**src/rtl/linear_classifier_seq.sv**
```systemverilog
// Sequential linear classifier: one shared multiply-accumulate walks every
// (class, feature) product. A running argmax keeps the best class and its score,
// and the result is reported through a start/busy/done handshake.
module linear_classifier_seq #(
  parameter int unsigned WIDTH    = 8,
  parameter int unsigned FEATURES = 2,
  parameter int unsigned C_WIDTH  = 2,
  localparam int unsigned NUM_CLASSES = 2 ** C_WIDTH,
  localparam int unsigned ACC_W       = 2 * WIDTH + $clog2(FEATURES)
) (
  input  logic                                  clk,
  input  logic                                  rst_n,
  input  logic                                  start,
  input  logic [FEATURES*WIDTH-1:0]             features,
  input  logic [NUM_CLASSES*FEATURES*WIDTH-1:0] weights,
  output logic                                  busy,
  output logic                                  done,
  output logic [ACC_W-1:0]                      r_value,
  output logic [C_WIDTH-1:0]                    r_class
);

  // The feature counter needs at least one bit, even when FEATURES == 1.
  localparam int unsigned FW = (FEATURES > 1) ? $clog2(FEATURES) : 1;

  typedef enum logic [1:0] {StIdle, StRun, StDone} state_e;

  state_e r_state, w_state_d;

  // Captured operands; the packed layout matches the input bus packing.
  logic [FEATURES-1:0][WIDTH-1:0]                  r_feat;
  logic [NUM_CLASSES-1:0][FEATURES-1:0][WIDTH-1:0] r_w;

  logic [FW-1:0]      r_f;
  logic [C_WIDTH-1:0] r_c;
  logic [ACC_W-1:0]   r_acc;
  logic [ACC_W-1:0]   r_max_val;
  logic [C_WIDTH-1:0] r_max_cls;

  logic               w_busy_d, w_done_d;
  logic               w_last_f, w_last_c;
  logic [WIDTH-1:0]   w_fsel, w_wsel;
  logic [2*WIDTH-1:0] w_prod;
  logic [ACC_W-1:0]   w_sum;

  assign w_last_f = (r_f == FW'(FEATURES - 1));
  assign w_last_c = (r_c == {C_WIDTH{1'b1}});
  assign w_fsel   = r_feat[r_f];
  assign w_wsel   = r_w[r_c][r_f];
  assign w_prod   = {{WIDTH{1'b0}}, w_fsel} * {{WIDTH{1'b0}}, w_wsel};
  assign w_sum    = r_acc + ACC_W'(w_prod);

  // State register.
  always_ff @(posedge clk or negedge rst_n) begin
    if (!rst_n) r_state <= StIdle;
    else        r_state <= w_state_d;
  end

  // Next-state logic: a run walks every product, then spends one cycle in DONE.
  always_comb begin
    w_state_d = r_state;
    unique case (r_state)
      StIdle:  if (start) w_state_d = StRun;
      StRun:   if (w_last_f && w_last_c) w_state_d = StDone;
      StDone:  w_state_d = StIdle;
      default: w_state_d = StIdle;
    endcase
  end

  // Next values of the registered handshake outputs.
  always_comb begin
    w_busy_d = busy;
    w_done_d = 1'b0;
    unique case (r_state)
      StIdle:  if (start) w_busy_d = 1'b1;
      StRun:   w_busy_d = 1'b1;
      StDone:  begin
        w_busy_d = 1'b0;
        w_done_d = 1'b1;
      end
      default: w_busy_d = 1'b0;
    endcase
  end

  // Datapath: operand capture, MAC, running argmax and the result registers.
  always_ff @(posedge clk or negedge rst_n) begin
    if (!rst_n) begin
      busy      <= 1'b0;
      done      <= 1'b0;
      r_value   <= '0;
      r_class   <= '0;
      r_feat    <= '0;
      r_w       <= '0;
      r_f       <= '0;
      r_c       <= '0;
      r_acc     <= '0;
      r_max_val <= '0;
      r_max_cls <= '0;
    end else begin
      busy <= w_busy_d;
      done <= w_done_d;
      case (r_state)
        StIdle: begin
          if (start) begin
            r_feat <= features;
            r_w    <= weights;
            r_f    <= '0;
            r_c    <= '0;
            r_acc  <= '0;
          end
        end
        StRun: begin
          if (!w_last_f) begin
            r_acc <= w_sum;
            r_f   <= r_f + FW'(1);
          end else begin
            // Strict compare so ties keep the lowest class index.
            if ((r_c == '0) || (w_sum > r_max_val)) begin
              r_max_val <= w_sum;
              r_max_cls <= r_c;
            end
            r_acc <= '0;
            r_f   <= '0;
            if (!w_last_c) r_c <= r_c + C_WIDTH'(1);
          end
        end
        StDone: begin
          r_value <= r_max_val;
          r_class <= r_max_cls;
        end
        default: ;
      endcase
    end
  end

endmodule

```
**config.mk**
```make
export PLATFORM = sky130hd
export DESIGN_NAME = linear_classifier_seq
export DESIGN_NICKNAME = d
export VERILOG_FILES = /design/src/rtl/linear_classifier_seq.sv
export SDC_FILE = /design/constraint.sdc
export NUM_CORES = 1
export LEC_CHECK = 0
export BUFFER_PORTS_ARGS = -buffer_cell sky130_fd_sc_hd__buf_2
export CORE_UTILIZATION = 25
export CTS_CLUSTER_SIZE = 8
export DETAILED_ROUTE_END_ITERATION = 10
export PLACE_DENSITY = 0.46
export SETUP_SLACK_MARGIN = 0.4
export SLEW_MARGIN = 20
export SYNTH_ARGS = -nofsm -noshare
export SYNTH_HDL_FRONTEND = slang
export SYNTH_SLANG_ARGS = --single-unit
export TNS_END_PERCENT = 10
```
**constraint.sdc**
```tcl
create_clock -name clk -period 14.5 [get_ports clk]
set_input_delay 1.45 -clock clk [delete_from_list [all_inputs] [get_ports clk]]
set_output_delay 1.45 -clock clk [all_outputs]
set_load 0.01 [all_outputs]
```
==> results of run 1 <==
-- cell families (layout without fill, tap and decap cells) --
group,Yosys count,after routing,share of synthesized area
buffers and inverters,139,259,0.06220
AOI/OAI and AO/OA,84,84,0.06818
muxes,136,136,0.1940
and+or+nand+nor,124,124,0.06547
other,0,2,0
DFF,142,142,0.4042
xor gates and xnor gates,11,11,0.01096
adders and majority gates,107,107,0.1950
-- cell usage in the layout, fill, tap and decap left out, drive strengths merged, types with 4 or more instances in the layout --
cell    netlist  layout
xor2          4       4
dfrtp       142     142
a22o         17      17
buf           7     111
nand2b       15      15
mux2i        14      14
xnor2         7       7
fa           50      50
clkinv        0       6
a21oi        15      15
nor2b         5       5
or2           7       7
mux2        106     106
nor2         56      56
nand2        27      27
o211ai        4       4
nand4         5       5
ha           57      57
inv         116     118
clkbuf       16      20
a21o          7       7
o21ai        25      25
mux4         16      16
-- worst max-delay path by stage --
stage / startpoint / end / slack (ns) / cells past startpoint
after global placement: r_c[0] / r_max_val[16] / 6.27 / 22
after global routing: r_c[0] / r_max_val[16] / 6.08 / 24
final: r_c[0] / r_max_val[16] / 6.69 / 24
after CTS: r_c[0] / r_max_val[16] / 6.13 / 24
after detailed placement: r_c[0] / r_max_val[16] / 6.18 / 24
after floorplan: r_c[0] / r_max_val[10] / 7.63 / 25
-- worst min-delay path: stages (launching register included) --
cell     delay [ns]
dfrtp_1        0.34
nand2_1        0.04
o21ai_0        0.06
-- sequential cells by signal, indices dropped and copies added (netlist names), 16 cells and up --
register   cells
r_value       17
r_w           64
r_acc         17
r_max_val     17
r_feat        16
-- through the flow --
step           cell area [sq um]  setup slack [ns]
2_1_floorplan               8791             7.635
4_1_cts                    10390             6.134
3_3_place_gp                9839             6.270
5_1_grt                    10400             6.084
6_report                   10400             6.692
3_5_place_dp                9842             6.181
-- layer usage --
layer	vias up	GRT usage
met5	-	0
met4	8	0.03815
met3	24	0.03095
met2	97	0.1988
met1	2829	0.1627
li1	2717	-
-- cell type report --
cell class,instances,area [sq um]
tap,455,569.3
sequential,142,3553
inverter,116,435.4
timing repair buffer,111,581.8
multi-input combinational,462,4703
fill,3644,24140
clock buffer,20,436.7
antenna,2,5.005
clock inverter,12,115.1
==> impl_results.md, run 1 <==
- Outcome: finished clean
- # Post-CTS Setup Buffers: 0
- Worst hold-check path type: reg -> reg
- Nets: 1,040
- Die Ht: 189.5 microns
- R2R cell count: 24
- H-tree levels: 4
- Reg-to-reg endpoint: r_max_val[16]
- IO Port Bufs: 103
- Die Wd: 189.5 microns
- Cell Area, Synth: 8791 sq um
- Initial antenna violation count: 5
- Synthesized Nets: 933
- Met1 wire length: 9750 microns
- Final Non-Filler Cells: 1,320
- EDFF count, synth: 0
- CTS tree: built
- Resized Gates After CTS: 0
- Synth async-reset ratio: 1.000
- R2R setup slack: 6.69 ns
- Yosys warnings: 0
- CTS clk-pin slew, worst paths: 0.07 ns
- Max Used Layer: met5
- Delay-heaviest family, CP: adder cells
- Max-slew violations: 0
- Drt initial violations: 204
- Sum of negative setup slack: 0 ns
- Worst EP arrival: 8.13 ns
- Vias in the first global route: 6,177
- Cells along the critical path: buf_4 -> mux4_2 -> mux2i_1 -> nor2_1 -> fa_1 -> inv_1 -> fa_1 -> inv_1 -> fa_1 -> inv_1 -> fa_1 -> inv_1 -> ha_1 -> o21a_2 -> a2111oi_4 -> o21ai_2 -> a21oi_2 -> xnor2_1 -> ha_1 -> nand4_1 -> nor2_1 -> a31oi_1 -> o31a_2 -> mux2_2
- Dpl hpwl: 15,790 microns
- Met2 routed WL: 9793 microns
- First-pass GRT wire length: 34,380 microns
- RSZ-0062 raised after global routing: false
- Avg WL per Cell: 15.65 microns
- Post-Syn Instances: 743
- Slowest-stage cell, CP: dfrtp_1
- Drt total wl: 20,660 microns
- CP max FO: 19
- Boundary pin count: 104
- Largest net degree at the start of global routing: 62
- Top-area cell type share of the netlist area: 0.4042
- Site Rows: 68
- Clk buf depth: 2
- Worst setup SP type: flip-flop
- Crit path capture type: flip-flop
- Crit path kind: reg -> reg
- Slew margin rel.: 0.2748
- DR vias/cell: 4.299
- Netlist cell types: 52
- Routability cong.: 0.7746
- Largest area contributor in the netlist: dfrtp_1
- CTS sink count: 142
- Synth area leaders: dfrtp_1, fa_1, mux2_2, ha_1, inv_1
- Register area share after synthesis: 0.4042
- CTS root buf: clkbuf_16
- Inst Count DP: 1,286
- Total CTS buffers: 17
- Yosys reg bits: 142
- Slowest cell delay on critical path: 0.68 ns
- DR pass1 iterations: 4
- Initial core utilization: 0.2545
- Most common cell in the netlist: dfrtp_1
- Synth top cells by count: dfrtp_1, inv_1, mux2_2, ha_1, nor2_1
- Syn avg cell area: 11.83 sq um
- Layout cells sized above 1: 0.3036
- Worst slew pin tran: 1.058 ns
- WHS: 0.4756 ns
- Final worst-path cycle share: 0.5385
- Cell count of the worst hold path: 2
- Die ar.: 35,920 sq um
- Remaining Overflow, GRT: 0
- Final Critical Period: 7.808 ns
- Gr usage total: 0.1237
- WP buf/inv: 5
- Fin Clk Skew: 0.01115 ns
- Worst hold start: r_value[1]
- Final hold violations: 0
- Met3 wire length: 790 microns
- Maxcap violations: 0
- Hold EP: r_value[1]
- Main synth FF type: dfrtp_1
- CTS Hold Bufs: 0
- Via count: 5,675
- Final ANT Viol Nets: 0
- Clk Latency, worst-skew pair: 0.43 ns
- RR Startpoint: r_c[0]
- Max Clk Rate: 128.1 MHz
- Fin util: 0.3011
- # DRC: 0
- Area grow syn2layout: 18.30%
- Final setup viols: 0
- Core footprint: 34,540 sq um
- Worst EP required: 14.82 ns
Power of run 1 is not shown: default switching activity piles up to over one toggle a cycle in this logic, so the estimate is an artifact.
==> run 2, diff against run 1 <==
- ABC_AREA: default -> 1
- PLACE_DENSITY: 0.46 -> 0.47
- clock period: 14.5 -> 6.62 ns (I/O delays scaled with it)
==> impl_results.md, run 2 <==
- Outcome: finished clean (unchanged)
- Register area share after synthesis: 0.3940 (was 0.4042)
- Post-Syn Instances: 1,133 (was 743)
- Drt total wl: 24,490 microns (was 20,660 microns)
- Clk Latency, worst-skew pair: 0.44 ns (was 0.43 ns)
- RR Startpoint: r_c[1] (was r_c[0])
- # DRC: 0 (unchanged)
- CTS sink count: 142 (unchanged)
- Worst EP arrival: 6.28 ns (was 8.13 ns)
- Synthesized Nets: 1,323 (was 933)
- Routability cong.: 0.8523 (was 0.7746)
- CTS root buf: clkbuf_16 (unchanged)
- Cell Area, Synth: 9020 sq um (was 8791 sq um)
- Biggest register: r_w (unchanged)
- Slowest cell delay on critical path: 0.52 ns (was 0.68 ns)
- Dpl hpwl: 18,140 microns (was 15,790 microns)
- Drt initial violations: 442 (was 204)
- IO Port Bufs: 103 (unchanged)
- Worst setup SP type: flip-flop (unchanged)
- Final Critical Period: 5.957 ns (was 7.808 ns)
- Maxcap violations: 0 (unchanged)
- R2R cell count: 33 (was 24)
- Slowest-stage cell, CP: fa_1 (was dfrtp_1)
- Site Rows: 69 (was 68)
- Reg-to-reg endpoint: r_max_val[7] (was r_max_val[16])
- Boundary pin count: 104 (unchanged)
- Largest area contributor in the netlist: dfrtp_1 (unchanged)
- CP max FO: 19 (unchanged)
- Max Clk Rate: 167.9 MHz (was 128.1 MHz)
- Core footprint: 35,570 sq um (was 34,540 sq um)
- Most common cell after layout, fill and taps aside: nand2_1 (was dfrtp_1)
- Final worst-path cycle share: 0.8998 (was 0.5385)
- Synth area leaders: dfrtp_1, nand2_1, fa_1, ha_1, inv_1 (was dfrtp_1, fa_1, mux2_2, ha_1, inv_1)
- Gr busiest metal: met2 (unchanged)
- Sum of negative setup slack: 0 ns (unchanged)
- EDFF count, synth: 0 (unchanged)
- Diode count: 0 (was 2)
- Clk buf depth: 2 (unchanged)
- Top-area cell type share of the netlist area: 0.3940 (was 0.4042)
- Register area: 3556 sq um (was 3553 sq um)
- First-pass GRT wire length: 39,670 microns (was 34,380 microns)
- Fill cells: 3,882 (was 3,644)
- Layout cells sized above 1: 0.1866 (was 0.3036)
- Synth top cells by count: nand2_1, inv_1, dfrtp_1, nor2_1, o21ai_0 (was dfrtp_1, inv_1, mux2_2, ha_1, nor2_1)
- Cell with the most instances on the worst path: nand2_1
- Crit path kind: reg -> reg (unchanged)
- Syn avg cell area: 7.961 sq um (was 11.83 sq um)
- Remaining Overflow, GRT: 0 (unchanged)
- Main synth FF type: dfrtp_1 (unchanged)
- Die Wd: 191.9 microns (was 189.5 microns)
- Max reg flops: 64 (unchanged)
- Initial core utilization: 0.2536 (was 0.2545)
- Die ar.: 36,840 sq um (was 35,920 sq um)
- Gr usage total: 0.1393 (was 0.1237)
- Area grow syn2layout: 22.58% (was 18.30%)
- DR pass1 iterations: 5 (was 4)
- Total CTS buffers: 17 (unchanged)
- Worst hold-check path type: in -> async (was reg -> reg)
- Worst slew pin tran: 0.9158 ns (was 1.058 ns)
- Largest net degree at the start of global routing: 82 (was 62)
- Initial antenna violation count: 0 (was 5)
- Yosys warnings: 0 (unchanged)
- Netlist cell types: 36 (was 52)
- Worst EP required: 6.94 ns (was 14.82 ns)
- Synth async-reset ratio: 1.000 (unchanged)
- Met1 Track Usage GR: 0.2017 (was 0.1627)
- Fin util: 0.3109 (was 0.3011)
- Vias in the first global route: 7,499 (was 6,177)
- Yosys reg bits: 142 (unchanged)
- Die Ht: 191.9 microns (was 189.5 microns)
- R2R setup slack: 0.66 ns (was 6.69 ns)
- Via count: 7,419 (was 5,675)
- Final hold violations: 0 (unchanged)
- DR vias/cell: 4.298 (was 4.299)
- Fin Clk Skew: 0.01303 ns (was 0.01115 ns)
- RSZ-0062 raised after global routing: false (unchanged)
- Nets: 1,442 (was 1,040)
- CTS clk-pin slew, worst paths: 0.07 ns (about the same)
- H-tree levels: 4 (unchanged)
- CTS tree: built (unchanged)
- Avg WL per Cell: 14.19 microns (was 15.65 microns)
- Final ANT Viol Nets: 0 (unchanged)
- Crit path capture type: flip-flop (unchanged)
- Max-slew violations: 0 (unchanged)
- Most common cell in the netlist: nand2_1 (was dfrtp_1)
- Commonest cells after routing, fill and taps aside: nand2_1, inv_1, dfrtp_1 (was dfrtp_1, inv_1, buf_2)
- Met2 GRT Util: 0.2117 (was 0.1988)
- Final setup viols: 0 (unchanged)
- Footprint of the multi-input gates: 4891 sq um (was 4703 sq um)
- Grt met3 use: 0.02412 (was 0.03095)
- Slew margin rel.: 0.3895 (was 0.2748)
==> run 2: cell types whose count changed after synthesis, moves of 15 or more <==
| cell | delta |
|---|---|
| inv_1 | +32 |
| mux2_1 | -15 |
| mux4_2 | -16 |
| nand2_1 | +387 |
| nand3_1 | +39 |
| a22o_1 | -17 |
| o21ai_0 | +46 |
| mux2_2 | -88 |
| nor2_1 | +30 |
| nand2b_1 | -15 |
==> run 2: metrics by stage <==
step	setup slack (ns)	hold WS, ns	area [sq um]	std cells
3_3_place_gp	0.1580	0.4543	10040	1675
5_1_grt	0.3137	0.3060	11060	1726
2_1_floorplan	0.8660	0.3664	9020	1133
6_report	0.6634	0.2404	11060	1726
3_5_place_dp	0.09524	0.4585	10040	1675
4_1_cts	0.4050	0.2808	10660	1710
==> run 2: critical path: cells and delay by family, from the launching register on <==
kind            cells  cell delay, ns
xor+xnor            1            0.21
buf+inv             9            0.93
compound gates      3            0.35
simple gates       14            1.26
flops               1            0.46
fa+ha+maj           6            2.61
==> run 2: cell type report <==
cell class | instances | share of cell area
repair buffers | 138 | 0.07706
flip-flops and latches | 142 | 0.3216
clock buffers | 18 | 0.03881
inverters | 155 | 0.05432
well taps | 461 | 0.05217
repair inverters | 2 | 0.001471
clock inverters | 14 | 0.01222
multi-input cells | 796 | 0.4423
==> run 2: worst max path at each step <==
stage / cells past startpoint / start / end / slack, ns
6_report: 33 / r_c[1] / r_max_val[7] / 0.66
4_1_cts: 32 / r_c[0] / r_max_val[7] / 0.41
3_3_place_gp: 28 / r_c[1] / r_max_cls[0] / 0.16
5_1_grt: 33 / r_c[1] / r_max_val[8] / 0.31
2_1_floorplan: 33 / r_c[1] / r_max_val[10] / 0.87
3_5_place_dp: 30 / r_c[1] / r_max_val[11] / 0.1
==> run 2: cell families after synthesis <==
kind of cell             after synthesis  share of synthesized area
flip-flops                           142                     0.3940
AO/OA/AOI/OAI                        116                    0.07130
buffers and inverters                195                    0.08808
XOR/XNOR                              10                   0.009711
AND/OR/NAND/NOR                      562                     0.2458
adder cells (fa/ha/maj)              107                     0.1900
multiplexers                           1                   0.001110
==> run 2: repair_timing <==
| action | in CTS | in global routing |
|---|---|---|
| buffers inserted | 2 | 14 |
| cloned | 1 | 2 |
| setup endpoints to repair | 19 | 19 |
| pin swaps | 0 | 16 |
| hold buffers | 0 | 0 |
| gates resized for setup | 8 | 70 |
==> run 2: layer usage <==
layer  routed length [microns]  share of wire  up-vias
li1                          -              -     3752
met1                     12430           0.51     3500
met2                     10830           0.44      151
met3                       943          0.039       16
met4                       281          0.011        0
met5                         0              0        -
Power of run 2 is left out for the same reason.
